$ cat config.mk
export PLATFORM = sky130hd
export DESIGN_NAME = route_request_ctrl_flat
export DESIGN_NICKNAME = d
export VERILOG_FILES = /design/src/rtl/route_request_ctrl_pkg.sv /design/src/rtl/route_request_ctrl_if.sv /design/src/rtl/route_request_ctrl_xy_route_calc.sv /design/src/rtl/route_request_ctrl.sv /design/src/flat_wrapper.sv
export SDC_FILE = /design/constraint.sdc
export NUM_CORES = 1
export LEC_CHECK = 0
export CORE_MARGIN = 2
export CORE_UTILIZATION = 30
export CTS_CLUSTER_SIZE = 24
export DETAILED_ROUTE_END_ITERATION = 10
export GPL_TIMING_DRIVEN = 0
export PLACE_DENSITY_LB_ADDON = 0.3
export SLEW_MARGIN = 20
export SYNTH_ARGS = -nofsm -noshare
export SYNTH_HDL_FRONTEND = slang
export SYNTH_HIERARCHICAL = 1
export SYNTH_SLANG_ARGS = --single-unit
export TNS_END_PERCENT = 30
$ cat constraint.sdc
create_clock -name clk -period 3.1 [get_ports clk]
set_input_delay 0.465 -clock clk [delete_from_list [all_inputs] [get_ports clk]]
set_output_delay 0.465 -clock clk [all_outputs]
set_load 0.02 [all_outputs]
$ cat src/rtl/route_request_ctrl_pkg.sv
// Shared constants for the input-port route/request controller: flit field
// layout, flit type codes, output-port indices and the one-hot FSM encoding.
package route_request_ctrl_pkg;

  localparam int FLIT_W    = 32;
  localparam int LEN_W     = 12;
  localparam int NUM_PORTS = 5;

  localparam int TYPE_HI    = 31;
  localparam int TYPE_LO    = 29;
  localparam int LEN_HI     = 28;
  localparam int LEN_LO     = 17;
  localparam int DEST_X_BIT = 16;
  localparam int DEST_Y_BIT = 15;

  localparam logic [2:0] FLIT_HEADER = 3'b001;
  localparam logic [2:0] FLIT_BODY   = 3'b010;
  localparam logic [2:0] FLIT_TAIL   = 3'b100;

  // Output-port indices; req is one-hot {W,S,E,N,L}.
  localparam int PORT_L = 0;
  localparam int PORT_N = 1;
  localparam int PORT_E = 2;
  localparam int PORT_S = 3;
  localparam int PORT_W = 4;

  typedef enum logic [3:0] {
    ST_IDLE     = 4'b0001,
    ST_ROUTE    = 4'b0010,
    ST_WAIT_GNT = 4'b0100,
    ST_FORWARD  = 4'b1000
  } state_e;

  function automatic logic [2:0] flit_type(input logic [FLIT_W-1:0] flit);
    return flit[TYPE_HI:TYPE_LO];
  endfunction

endpackage

$ cat src/rtl/route_request_ctrl_if.sv
// FIFO, arbiter and downstream signals of one router input port.
// master = the controller, slave = FIFO/arbiter/downstream environment.
interface route_request_ctrl_if;
  import route_request_ctrl_pkg::*;

  logic                 fifo_empty;
  logic [FLIT_W-1:0]    fifo_flit;
  logic                 fifo_rd_en;
  logic                 gnt;
  logic                 out_ready;
  logic [NUM_PORTS-1:0] req;
  logic [FLIT_W-1:0]    flit_out;
  logic                 flit_valid;
  logic [2:0]           flit_type_out;
  logic [LEN_W-1:0]     length_out;

  modport master (
    input  fifo_empty, fifo_flit, gnt, out_ready,
    output fifo_rd_en, req, flit_out, flit_valid, flit_type_out, length_out
  );

  modport slave (
    output fifo_empty, fifo_flit, gnt, out_ready,
    input  fifo_rd_en, req, flit_out, flit_valid, flit_type_out, length_out
  );

endinterface

$ cat src/rtl/route_request_ctrl_xy_route_calc.sv
// Dimension-order (X then Y) output-port selection for a 2x2 mesh with
// 1-bit coordinates; purely combinational.
module xy_route_calc
  import route_request_ctrl_pkg::*;
#(
  parameter logic LOCAL_X = 1'b0,
  parameter logic LOCAL_Y = 1'b0
) (
  input  logic                 dest_x,
  input  logic                 dest_y,
  output logic [NUM_PORTS-1:0] port_oh
);

  // With 1-bit coordinates, "greater" means dest=1/local=0 and vice versa.
  logic x_gt, x_lt, y_gt, y_lt;

  assign x_gt = dest_x & ~LOCAL_X;
  assign x_lt = ~dest_x & LOCAL_X;
  assign y_gt = dest_y & ~LOCAL_Y;
  assign y_lt = ~dest_y & LOCAL_Y;

  always_comb begin
    port_oh = '0;
    if (x_gt)      port_oh[PORT_E] = 1'b1;
    else if (x_lt) port_oh[PORT_W] = 1'b1;
    else if (y_gt) port_oh[PORT_S] = 1'b1;
    else if (y_lt) port_oh[PORT_N] = 1'b1;
    else           port_oh[PORT_L] = 1'b1;
  end

endmodule

$ cat src/rtl/route_request_ctrl.sv
// Input-port controller: routes each packet header, requests the output port,
// forwards flits while granted, and drops U-turn packets.
module route_request_ctrl
  import route_request_ctrl_pkg::*;
#(
  parameter int unsigned PORT_ID = 0,
  parameter logic        LOCAL_X = 1'b0,
  parameter logic        LOCAL_Y = 1'b0
) (
  input  logic                 clk,
  input  logic                 rst,
  route_request_ctrl_if.master bus,
  output logic                 err_seq,
  output logic                 err_route,
  output logic                 err_len,
  output logic                 busy
);

  localparam logic [NUM_PORTS-1:0] PORT_MASK = NUM_PORTS'(1 << PORT_ID);

  state_e               state_q, state_d;
  logic [NUM_PORTS-1:0] req_q, req_d;
  logic [LEN_W-1:0]     len_q, len_d;
  logic [LEN_W-1:0]     cnt_q, cnt_d;
  logic                 dest_x_q, dest_x_d;
  logic                 dest_y_q, dest_y_d;
  logic                 drop_q, drop_d;

  logic [NUM_PORTS-1:0] route_oh;
  logic [2:0]           head_type;
  logic                 pop, fwd;

  xy_route_calc #(
    .LOCAL_X (LOCAL_X),
    .LOCAL_Y (LOCAL_Y)
  ) u_xy_route_calc (
    .dest_x  (dest_x_q),
    .dest_y  (dest_y_q),
    .port_oh (route_oh)
  );

  assign head_type = bus.fifo_empty ? 3'b000 : flit_type(bus.fifo_flit);

  always_comb begin
    // NOTE: every variable gets a default first so no path infers a latch.
    state_d   = state_q;
    req_d     = req_q;
    len_d     = len_q;
    cnt_d     = cnt_q;
    dest_x_d  = dest_x_q;
    dest_y_d  = dest_y_q;
    drop_d    = drop_q;
    pop       = 1'b0;
    err_seq   = 1'b0;
    err_route = 1'b0;
    err_len   = 1'b0;

    unique case (state_q)
      ST_IDLE: begin
        // The header stays in the FIFO; it is popped later as packet flit 1.
        if (!bus.fifo_empty) begin
          if (head_type == FLIT_HEADER) begin
            state_d  = ST_ROUTE;
            len_d    = bus.fifo_flit[LEN_HI:LEN_LO];
            dest_x_d = bus.fifo_flit[DEST_X_BIT];
            dest_y_d = bus.fifo_flit[DEST_Y_BIT];
            cnt_d    = '0;
          end else begin
            pop     = 1'b1;
            err_seq = 1'b1;
          end
        end
      end
      ST_ROUTE: begin
        if (|(route_oh & PORT_MASK)) begin
          drop_d    = 1'b1;
          req_d     = '0;
          err_route = 1'b1;
          state_d   = ST_FORWARD;
        end else begin
          drop_d  = 1'b0;
          req_d   = route_oh;
          state_d = ST_WAIT_GNT;
        end
      end
      ST_WAIT_GNT: begin
        if (bus.gnt) state_d = ST_FORWARD;
      end
      ST_FORWARD: begin
        pop = drop_q ? !bus.fifo_empty
                     : (bus.gnt && !bus.fifo_empty && bus.out_ready);
        if (pop) begin
          cnt_d = cnt_q + 1'b1;
          if (head_type == FLIT_TAIL) begin
            state_d = ST_IDLE;
            req_d   = '0;
            drop_d  = 1'b0;
            err_len = (cnt_d != len_q);
          end
        end
      end
      default: begin
        state_d = ST_IDLE;
        req_d   = '0;
        drop_d  = 1'b0;
      end
    endcase

    // A reset cycle must neither consume FIFO data nor flag errors.
    if (rst) begin
      pop       = 1'b0;
      err_seq   = 1'b0;
      err_route = 1'b0;
      err_len   = 1'b0;
    end

    fwd = pop && (state_q == ST_FORWARD) && !drop_q;
  end

  always_ff @(posedge clk) begin
    if (rst) begin
      state_q  <= ST_IDLE;
      req_q    <= '0;
      len_q    <= '0;
      cnt_q    <= '0;
      dest_x_q <= 1'b0;
      dest_y_q <= 1'b0;
      drop_q   <= 1'b0;
    end else begin
      // NOTE: non-blocking so every flop samples the pre-edge values.
      state_q  <= state_d;
      req_q    <= req_d;
      len_q    <= len_d;
      cnt_q    <= cnt_d;
      dest_x_q <= dest_x_d;
      dest_y_q <= dest_y_d;
      drop_q   <= drop_d;
    end
  end

  assign bus.fifo_rd_en    = pop;
  assign bus.flit_valid    = fwd;
  assign bus.flit_out      = bus.fifo_flit;
  assign bus.req           = req_q;
  assign bus.flit_type_out = head_type;
  assign bus.length_out    = len_q;
  assign busy              = (state_q != ST_IDLE);

endmodule

$ cat src/flat_wrapper.sv
// flat-port wrapper written by rule: the top's interface ports become plain ports
module route_request_ctrl_flat import route_request_ctrl_pkg::*;
#(
  parameter int unsigned PORT_ID = 0,
  parameter logic        LOCAL_X = 1'b0,
  parameter logic        LOCAL_Y = 1'b0
)
  (clk, rst, err_seq, err_route, err_len, busy, bus_fifo_empty, bus_fifo_flit, bus_gnt, bus_out_ready, bus_fifo_rd_en, bus_req, bus_flit_out, bus_flit_valid, bus_flit_type_out, bus_length_out);
  route_request_ctrl_if bus_i ();
  input  logic clk;
  input  logic rst;
  output logic err_seq;
  output logic err_route;
  output logic err_len;
  output logic busy;
  input wire logic [$bits(bus_i.fifo_empty)-1:0] bus_fifo_empty;
  input wire logic [$bits(bus_i.fifo_flit)-1:0] bus_fifo_flit;
  input wire logic [$bits(bus_i.gnt)-1:0] bus_gnt;
  input wire logic [$bits(bus_i.out_ready)-1:0] bus_out_ready;
  output wire logic [$bits(bus_i.fifo_rd_en)-1:0] bus_fifo_rd_en;
  output wire logic [$bits(bus_i.req)-1:0] bus_req;
  output wire logic [$bits(bus_i.flit_out)-1:0] bus_flit_out;
  output wire logic [$bits(bus_i.flit_valid)-1:0] bus_flit_valid;
  output wire logic [$bits(bus_i.flit_type_out)-1:0] bus_flit_type_out;
  output wire logic [$bits(bus_i.length_out)-1:0] bus_length_out;
  assign bus_i.fifo_empty = bus_fifo_empty;
  assign bus_i.fifo_flit = bus_fifo_flit;
  assign bus_i.gnt = bus_gnt;
  assign bus_i.out_ready = bus_out_ready;
  assign bus_fifo_rd_en = bus_i.fifo_rd_en;
  assign bus_req = bus_i.req;
  assign bus_flit_out = bus_i.flit_out;
  assign bus_flit_valid = bus_i.flit_valid;
  assign bus_flit_type_out = bus_i.flit_type_out;
  assign bus_length_out = bus_i.length_out;
  route_request_ctrl #(.PORT_ID(PORT_ID), .LOCAL_X(LOCAL_X), .LOCAL_Y(LOCAL_Y)) u_core (.clk(clk), .rst(rst), .bus(bus_i), .err_seq(err_seq), .err_route(err_route), .err_len(err_len), .busy(busy));
endmodule
# [Yosys cells after proc, flatten, opt, wreduce, memory -nomap -nowiden]
# Cells that the tools add are included.
[op_classes] n_eq_ne=13 mux=38 bitwise_logic=2 addsub=1 reduce_logical=12
[op_table] cell="$mux 12" count=3
[op_table] cell="$mux 4" count=7
[op_table] cell="$pmux 12 s2" count=1
[op_table] cell="$mux 1" count=20
[op_table] cell="$pmux 4 s4" count=1
[op_table] cell="$pmux 5 s3" count=1
[op_table] cell="$add 12x1->12 const B" count=1
[op_table] cell="$ne 12x12->1" count=1
[op_table] cell="$mux 5" count=2
[op_table] cell="$ne 2x1->1 const B" count=3
[op_table] cell="$reduce_and 3->1" count=2
[op_table] cell="$reduce_and 5->1" count=1
[op_table] cell="$eq 4x1->1 const B" count=1
[op_table] cell="$eq 4x2->1 const B" count=1
[op_table] cell="$eq 4x3->1 const B" count=1
[op_table] cell="$eq 4x4->1 const B" count=1
[op_table] cell="$logic_and 1x1->1" count=4
[op_table] cell="$ne 2x2->1 const B" count=2
[op_table] cell="$ne 4x1->1 const B" count=1
[op_table] cell="$reduce_and 4->1" count=1
[op_table] cell="$eq 3x1->1 const B" count=1
[op_table] cell="$eq 3x3->1 const B" count=1
[op_table] cell="$mux 3" count=1
[op_table] cell="$pmux 1 s3" count=1
[op_table] cell="other kinds (5)" count=7
[totals] input_bits=37 reg_bits=36 wordCells=73 output_inout_bits=58

# [Longest topological paths before layout]
[depth] word_depth=8 mapped_depth=8 depth_no_buf=7

# [Modules after synthesis]
# Netlist, hierarchy kept.
[by_module_without_submodules] module="route_request_ctrl" area_each_um2=2247.2 n_inst=1 seq_area_each_um2=700.7 cells_each=284
[by_module_without_submodules] module="xy_route_calc" area_each_um2=43.8 n_inst=1 seq_area_each_um2=0.0 cells_each=6

# [Worst setup path after synthesis]
# Ideal clock, no wire load.
[synth_timing] kind="register to output" start="register u_core.state_q[0]" end="output port bus_flit_valid" required_time_ns=2.635 t_arrival_ns=2.385 path_buffers=1 path_slack_ns=0.250 path_stages_with_launch=9 cell_sequence="dfxtp_1 buf_6 inv_1 nor4_1 inv_1 nor2_1 nor2_1 nor3_1 nor3b_1"
[synth_between] elab_chain_len=5 elab_cells_between_ends=6 cone_classes="eq/ne (2); mux (2); reduce/logical (2)"
[synth_rtl] item="from (decl)" line="route_request_ctrl.sv:21" rtl="state_e state_q, state_d;"
[synth_rtl] item="from (signal assigned)" line="route_request_ctrl.sv:131" rtl="state_q <= state_d;"
[synth_rtl] item="$eq 4x4->1 / $eq 4x1->1 (equally long branches)" line="route_request_ctrl.sv:58" rtl="unique case (state_q)"
[synth_rtl] item="$pmux 1 s2 *" line="route_request_ctrl.sv:58"
[synth_rtl] item="$mux 1 *" line="route_request_ctrl.sv:110" rtl="if (rst) begin"
[synth_rtl] item="named net bus_fifo_rd_en" line="flat_wrapper.sv:20" rtl="output wire logic [$bits(bus_i.fifo_rd_en)-1:0] bus_fifo_rd_en;"
[synth_rtl] item="$logic_and 1x1->1 * (2 in series)" line="route_request_ctrl.sv:117" rtl="fwd = pop && (state_q == ST_FORWARD) && !drop_q;"
[synth_rtl] item="to (decl)" line="flat_wrapper.sv:23" rtl="output wire logic [$bits(bus_i.flit_valid)-1:0] bus_flit_valid;"
# Mark *: on every way through the listed nets, which the timed path passes. The rest lies on a longest branch.

# [Worst setup path in the final report]
[layout_timing] start="register u_core.cnt_q[1]" end="output port err_len"
[layout_between] elab_chain_len=6
[layout_rtl] item="from (decl)" line="route_request_ctrl.sv:24" rtl="logic [LEN_W-1:0] cnt_q, cnt_d;"
[layout_rtl] item="from (signal assigned)" line="route_request_ctrl.sv:134" rtl="cnt_q <= cnt_d;"
[layout_rtl] item="$add 12x1->12" line="route_request_ctrl.sv:93" rtl="cnt_d = cnt_q + 1'b1;"
[layout_rtl] item="$ne 12x12->1" line="route_request_ctrl.sv:98" rtl="err_len = (cnt_d != len_q);"
[layout_rtl] item="$mux 1" line="route_request_ctrl.sv:94" rtl="if (head_type == FLIT_TAIL) begin"
[layout_rtl] item="$mux 1" line="route_request_ctrl.sv:92" rtl="if (pop) begin"
[layout_rtl] item="$mux 1" line="route_request_ctrl.sv:58"
[layout_rtl] item="$mux 1" line="route_request_ctrl.sv:110"
[layout_rtl] item="to (decl)" line="flat_wrapper.sv:14" rtl="output logic err_len;"
# Every way passes these cells.

==> key figures <==
Yosys
  – Post-synthesis instance area: between 0.002 and 0.0025 sq mm
  – Distinct cells, synth: 52
  – Sequential fraction of the synthesis area: 0.306
  – EDFF count, synth: 0
  – Post-synthesis instance total: 290
  – Syn. warnings: 6
  – Area leader, netlist: dfxtp_1
  – Post-synth top area share: 0.306
  – Largest cells by area after synthesis: dfxtp_1 31%, buf_4 12%, mux2i_1 7.0%
  – Synth Area per Inst: ~7.9 sq um
  – Commonest cells post-synth: 42 x nor2_1, 36 x buf_4, 35 x dfxtp_1
  – Dominant synthesized flop cell: dfxtp_1
  – FFs w/ async S/R, synth: 0
  – Dominant cell by count in the synthesized netlist: nor2_1
  – #FFs+latches synth: 35

Layout
  – Nets: around 410
  – Final Util: 0.450
  – Area Growth Syn to Fin: 43.9%
  – Share of layout cells above drive strength 1: 0.166
  – Inserted Diodes: 0
  – Layout Cells excl Fill: ~470

STA
  – Period minus WS final: 2.92 ns
  – RSZ-0062 raised after global routing: no
  – Slew @ Worst Pin: 0.808 ns
  – Worst Skew: between 0.006 and 0.007 ns
  – Rel. slew slack: 0.461
  – WHS: slightly below 0.5 ns
  – Setup tns final: 0 ns
  – Max Slew Vio Count: 0
  – Finish-stage setup viols: 0
  – Fraction of the cycle the final worst path needs: 0.943
  – Final WS setup: 0.178 ns
  – Fmax: ~0.34 GHz
  – Hold Vio Cnt, Final: 0

Worst setup path
  – Crit. End Element: output pin
  – Slowest CP cell: dfxtp_1
  – R2R Setup Slk: about 0.54 ns
  – Worst path depth: 7
  – WP data arrival: between 2 and 2.5 ns
  – Top delay family on crit path: compound AO/OA/AOI/OAI gates
  – Buf/Inv on CP: 1
  – CP startpoint: u_core/cnt_q[1]
  – R2R cell count: 7
  – Startpoint types: flop
  – Reg2reg end: u_core/cnt_q[2]
  – Crit path largest cell delay: about 0.42 ns
  – Crit Path Category: reg -> out
  – Required time worst endpoint: 2.63 ns
  – Critical R2R Launch: u_core/state_q[3]
  – CP Max Fanout: 8
  – Worst setup endpoint: err_len
  – CP cell instances: ha_2, nand3_1, o311ai_1, o2111ai_1, a2111oi_1, a31oi_1, dlygate4sd2_1

Clocking
  – Deepest clock path buffer count: 2
  – CTS root buf: clkbuf_8
  – CTS clk-pin slew, worst paths: ~0.080 ns
  – Clk Latency, worst-skew pair: approximately 0.30 ns
  – Total CTS buffers: 5
  – CTS H-tree depth: 2
  – # Post-CTS Setup Buffers: 0
  – CTS tree: built
  – # clock sinks: 35

Run
  – Max cap viols: 0

Power
  – VDD IR-drop max: approximately 0.00015 V
  – P_leak: approximately 1.4 nW
  – Sw Ratio: 0.275
  – Combinational group share of total power: 0.213
  – Power per cell area: 305 mW/mm^2
  – Pint: around 0.73 mW
  – Flop pwr share: 0.457
  – P_sw: around 0.28 mW
  – Clk pwr share: 0.330

Global routing
  – First-pass GRT wire length: about 9900 microns
  – Tot GR Track Use: 0.145
  – Vias in the first global route: 2167
  – Initial antenna violation count: 0
  – Global route overflow: 0
  – Largest net degree at the start of global routing: 12

Detailed routing
  – Vias: 2283
  – DRC: 0
  – Detailed Route Iter0 Violations: between 100 and 150
  – ANT nets after route: 0
  – Vias per cell: roughly 4.8
  – Pre-antenna DRT Iters: 4
  – WL/cell: approximately 13 microns
  – Total wire length: ~6000 microns

Worst hold path
  – Hold path depth: 2
  – Worst min-delay path class: reg -> reg

Placement
  – Cells after DPL: 467
  – DP HPWL: ~4400 microns
  – Place WS: -0.0825 ns
  – IO Port Bufs: 77
  – Gpl congestion: 0.898

Floorplanning
  – Starting Density: 0.313
  – Row count: 31
  – Core area: 0.00733 sq mm
  – Die X: a little over 90 microns
  – Die Ht: 91.4 microns
  – Die area: between 0.008 and 0.009 sq mm
  – I/O Pins: 95

Status
  – Status: finished, final reports clean
[worst min-delay path by stage]
stage / start / to / slack (ns)
after floorplan: u_core/drop_q / u_core/drop_q / 0.45
after global placement: u_core/drop_q / u_core/drop_q / 0.46
after detailed placement: u_core/drop_q / u_core/drop_q / 0.46
after CTS: u_core/drop_q / u_core/drop_q / 0.47
after global routing: u_core/drop_q / u_core/drop_q / 0.53
final: u_core/drop_q / u_core/drop_q / 0.49
[tightest hold or removal path: stages, from the launching register on]
cell and delay [ns]:
dfxtp_1 0.33, nand2_1 0.06, a21oi_1 0.05
[layer usage]
| layer | wire, microns | vias up | global-route usage |
|---|---|---|---|
| li1 | - | 1144 | - |
| met1 | 2690 | 1047 | 0.177 |
| met2 | 2910 | 83 | 0.243 |
| met3 | 321 | 9 | 0.0241 |
| met4 | 106 | 0 | 0.0745 |
| met5 | 0 | - | 0 |
[state kept, by name, summed over array words and instances (netlist names)]
signal / flops
u_core/dest_y_q: 1
u_core/bus.req: 4
u_core/cnt_q: 12
u_core/state_q: 4
u_core/drop_q: 1
u_core/bus.length_out: 12
u_core/dest_x_q: 1
[area by class of cell]
| cell class | instances | area [sq um] |
|---|---|---|
| tap | 99 | 124 |
| clock buffer | 6 | 72.6 |
| inverter | 5 | 18.8 |
| sequential | 35 | 702 |
| fill | 744 | 4030 |
| multi-input combinational | 197 | 1240 |
| clock inverter | 2 | 12.5 |
| timing repair buffer | 77 | 772 |
| buffer | 52 | 352 |
[power groups by stage]
stage          registers (mW)  clock network (mW)  logic, mW
5_1_grt                 0.460               0.360      0.228
3_5_place_dp            0.470                   0      0.213
4_1_cts                 0.460               0.338      0.215
3_3_place_gp            0.470                   0      0.212
6_report                0.460               0.333      0.215
2_1_floorplan           0.473                   0      0.112
[stage by stage]
stage                     area (sq um)  total power, mW
after CTS                         3280             1.01
after floorplan                   2290            0.585
after global routing              3300             1.05
after detailed placement          3190            0.683
final                             3300             1.01
after global placement            3190            0.682
[repair_timing]
action	4_1_cts	5_1_grt
pin swaps	0	0
setup endpoints to repair	2	4
gates resized for setup	4	7
hold buffers	0	0
[cell families after synthesis]
family,synth area share
compound gates,0.149
xor+xnor,0.0459
fa+ha+maj,0.00546
buf+inv,0.164
flops,0.306
mux,0.0699
other cells,0.00328
simple gates,0.256
[cell usage in the layout, fill, tap and decap left out, drive strengths merged, types with 5 or more instances in the layout]
cell type / instances
nor2b: 7
clkbuf: 16
nor3: 6
a21oi: 22
nand3: 9
buf: 42
xor2: 7
dfxtp: 35
mux2i: 16
inv: 5
clkdlybuf4s50: 75
nor2: 42
o21ai: 12
nand2: 9
xnor2: 5
or3: 5
Power figures use the tool's default switching activity.
==> patch, RTL diff (same flow settings) <==
The 4 states of `state_e` get a binary encoding in 2 bits. Comments in the files are not updated.
--- a/src/rtl/route_request_ctrl_pkg.sv
+++ b/src/rtl/route_request_ctrl_pkg.sv
@@ -25,9 +25,9 @@
   localparam int PORT_W = 4;
 
-  typedef enum logic [3:0] {
-    ST_IDLE     = 4'b0001,
-    ST_ROUTE    = 4'b0010,
-    ST_WAIT_GNT = 4'b0100,
-    ST_FORWARD  = 4'b1000
+  typedef enum logic [1:0] {
+    ST_IDLE     = 2'd0,
+    ST_ROUTE    = 2'd1,
+    ST_WAIT_GNT = 2'd2,
+    ST_FORWARD  = 2'd3
   } state_e;
 
Check against the original RTL: same outputs for any inputs over 10 cycles, from zero or initial values and one cycle with rst high; not proved beyond that.
==> patch against the original RTL <==
Cell area down 1.6%. Routed wire length up 2.6%. Sequential cell count is 2 lower. Largest cell class unchanged. Worst setup slack lost 30 ps. Clock skew up 2.6 ps. Critical path depth shrank 1. Final cell count decreased by 0.85%. Synthesized area is 2.4% lower. Highest routed layer unchanged. Register-to-register slack better by 410 ps.
Power is not compared: it rests on default switching activity, and its combinational part moved more than twofold at a synthesized area within 25%.
==> patch: results (changes against the original RTL) <==
\begin{tabular}{lr}
\hline
Metric & Value \\
\hline
\multicolumn{2}{l}{\textbf{Cells and area}} \\
Multi-input gates & 199 (was 197) \\
Multi-input gate share of the layout cell area & 38.7\% (was 37.7\%) \\
Area growth from synthesis to final layout & 45.0\% (was 43.9\%) \\
Fraction of area in non-clock buffers & 33.8\% (was 34.1\%) \\
Final-layout clock-cell area share & 2.78\% (was 2.58\%) \\
Non-clock buffer count in the final layout & 126 (was 129) \\
\multicolumn{2}{l}{\textbf{Worst setup path}} \\
CP Capture Point & bus\_fifo\_rd\_en (was err\_len) \\
Reg2Reg Launch Point & u\_core/state\_q[0] (was u\_core/state\_q[3]) \\
Critical register-to-register path endpoint & u\_core/cnt\_q[4] (was u\_core/cnt\_q[2]) \\
R2r worst-path depth & 9 (was 7) \\
Crit path max-delay family & buffers and inverters (was compound AO/OA/AOI/OAI gates) \\
WP data arrival & 2490 ps (was 2460 ps) \\
\multicolumn{2}{l}{\textbf{Min path}} \\
Hold Startpoint & u\_core/dest\_y\_q (was u\_core/drop\_q) \\
\multicolumn{2}{l}{\textbf{Synthesis}} \\
Ranking of synthesized cells by instance count & 36 x sky130\_fd\_sc\_hd\_\_buf\_4, 33 x sky130\_fd\_sc\_hd\_\_a21oi\_1, 33 x sky130\_fd\_sc\_hd\_\_dfxtp\_1, 25 x sky130\_fd\_sc\_hd\_\_nand2\_1, 20 x sky130\_fd\_sc\_hd\_\_nand3\_1 (was 42 x sky130\_fd\_sc\_hd\_\_nor2\_1, 36 x sky130\_fd\_sc\_hd\_\_buf\_4, 35 x sky130\_fd\_sc\_hd\_\_dfxtp\_1, 22 x sky130\_fd\_sc\_hd\_\_a21oi\_1, 16 x sky130\_fd\_sc\_hd\_\_mux2i\_1) \\
Sequential share of the synthesized area & 29.5\% (was 30.6\%) \\
Adder-cell share of the synthesized area & 3.36\% (was 0.546\%) \\
Post-synthesis share of cell area spent on xor and xnor gates & 7.22\% (was 4.59\%) \\
Multiplexer area fraction after synthesis & 0.895\% (was 6.99\%) \\
\multicolumn{2}{l}{\textbf{Global routing}} \\
GR Layer Usage met1 & 18.4\% (was 17.7\%) \\
Met2 Use GR & 24.1\% (was 24.3\%) \\
Via count of the first global-routing pass & 2111 (was 2167) \\
\multicolumn{2}{l}{\textbf{STA}} \\
Worst setup skew after layout & 8.67 ps (was 6.09 ps) \\
Max transition margin & 51.0\% (was 46.1\%) \\
\multicolumn{2}{l}{\textbf{Placement}} \\
Setup Slack @ Placement & -163 ps (was -82.5 ps) \\
Cell count after placement & 462 (was 467) \\
\multicolumn{2}{l}{\textbf{Run status}} \\
Run status & completed (unchanged) \\
\hline
\end{tabular}
patch: cell types whose count changed after synthesis, sizes merged, moves of 4 or more:
| cell | unedited run | this run |
|---|---|---|
| nor2 | 42 | 19 |
| nand2 | 9 | 25 |
| mux2i | 16 | 2 |
| a21oi | 22 | 33 |
| nand3 | 9 | 20 |
| nor2b | 7 | 1 |
| ha | 1 | 6 |
| a211oi | 4 | 0 |
| a22oi | 4 | 0 |
| buf | 43 | 39 |
| nand2b | 2 | 6 |
| nor3 | 6 | 2 |
| nor4bb | 0 | 4 |
patch: power by group through the flow:
stage | clock network (W) | registers [W] | logic, W
floorplan | 0 | 0.000475 | 0.000292
global placement | 0 | 0.000472 | 0.000479
detailed placement | 0 | 0.000473 | 0.000479
CTS | 0.000351 | 0.000463 | 0.000485
global route | 0.000370 | 0.000467 | 0.000522
finish | 0.000341 | 0.000463 | 0.000485
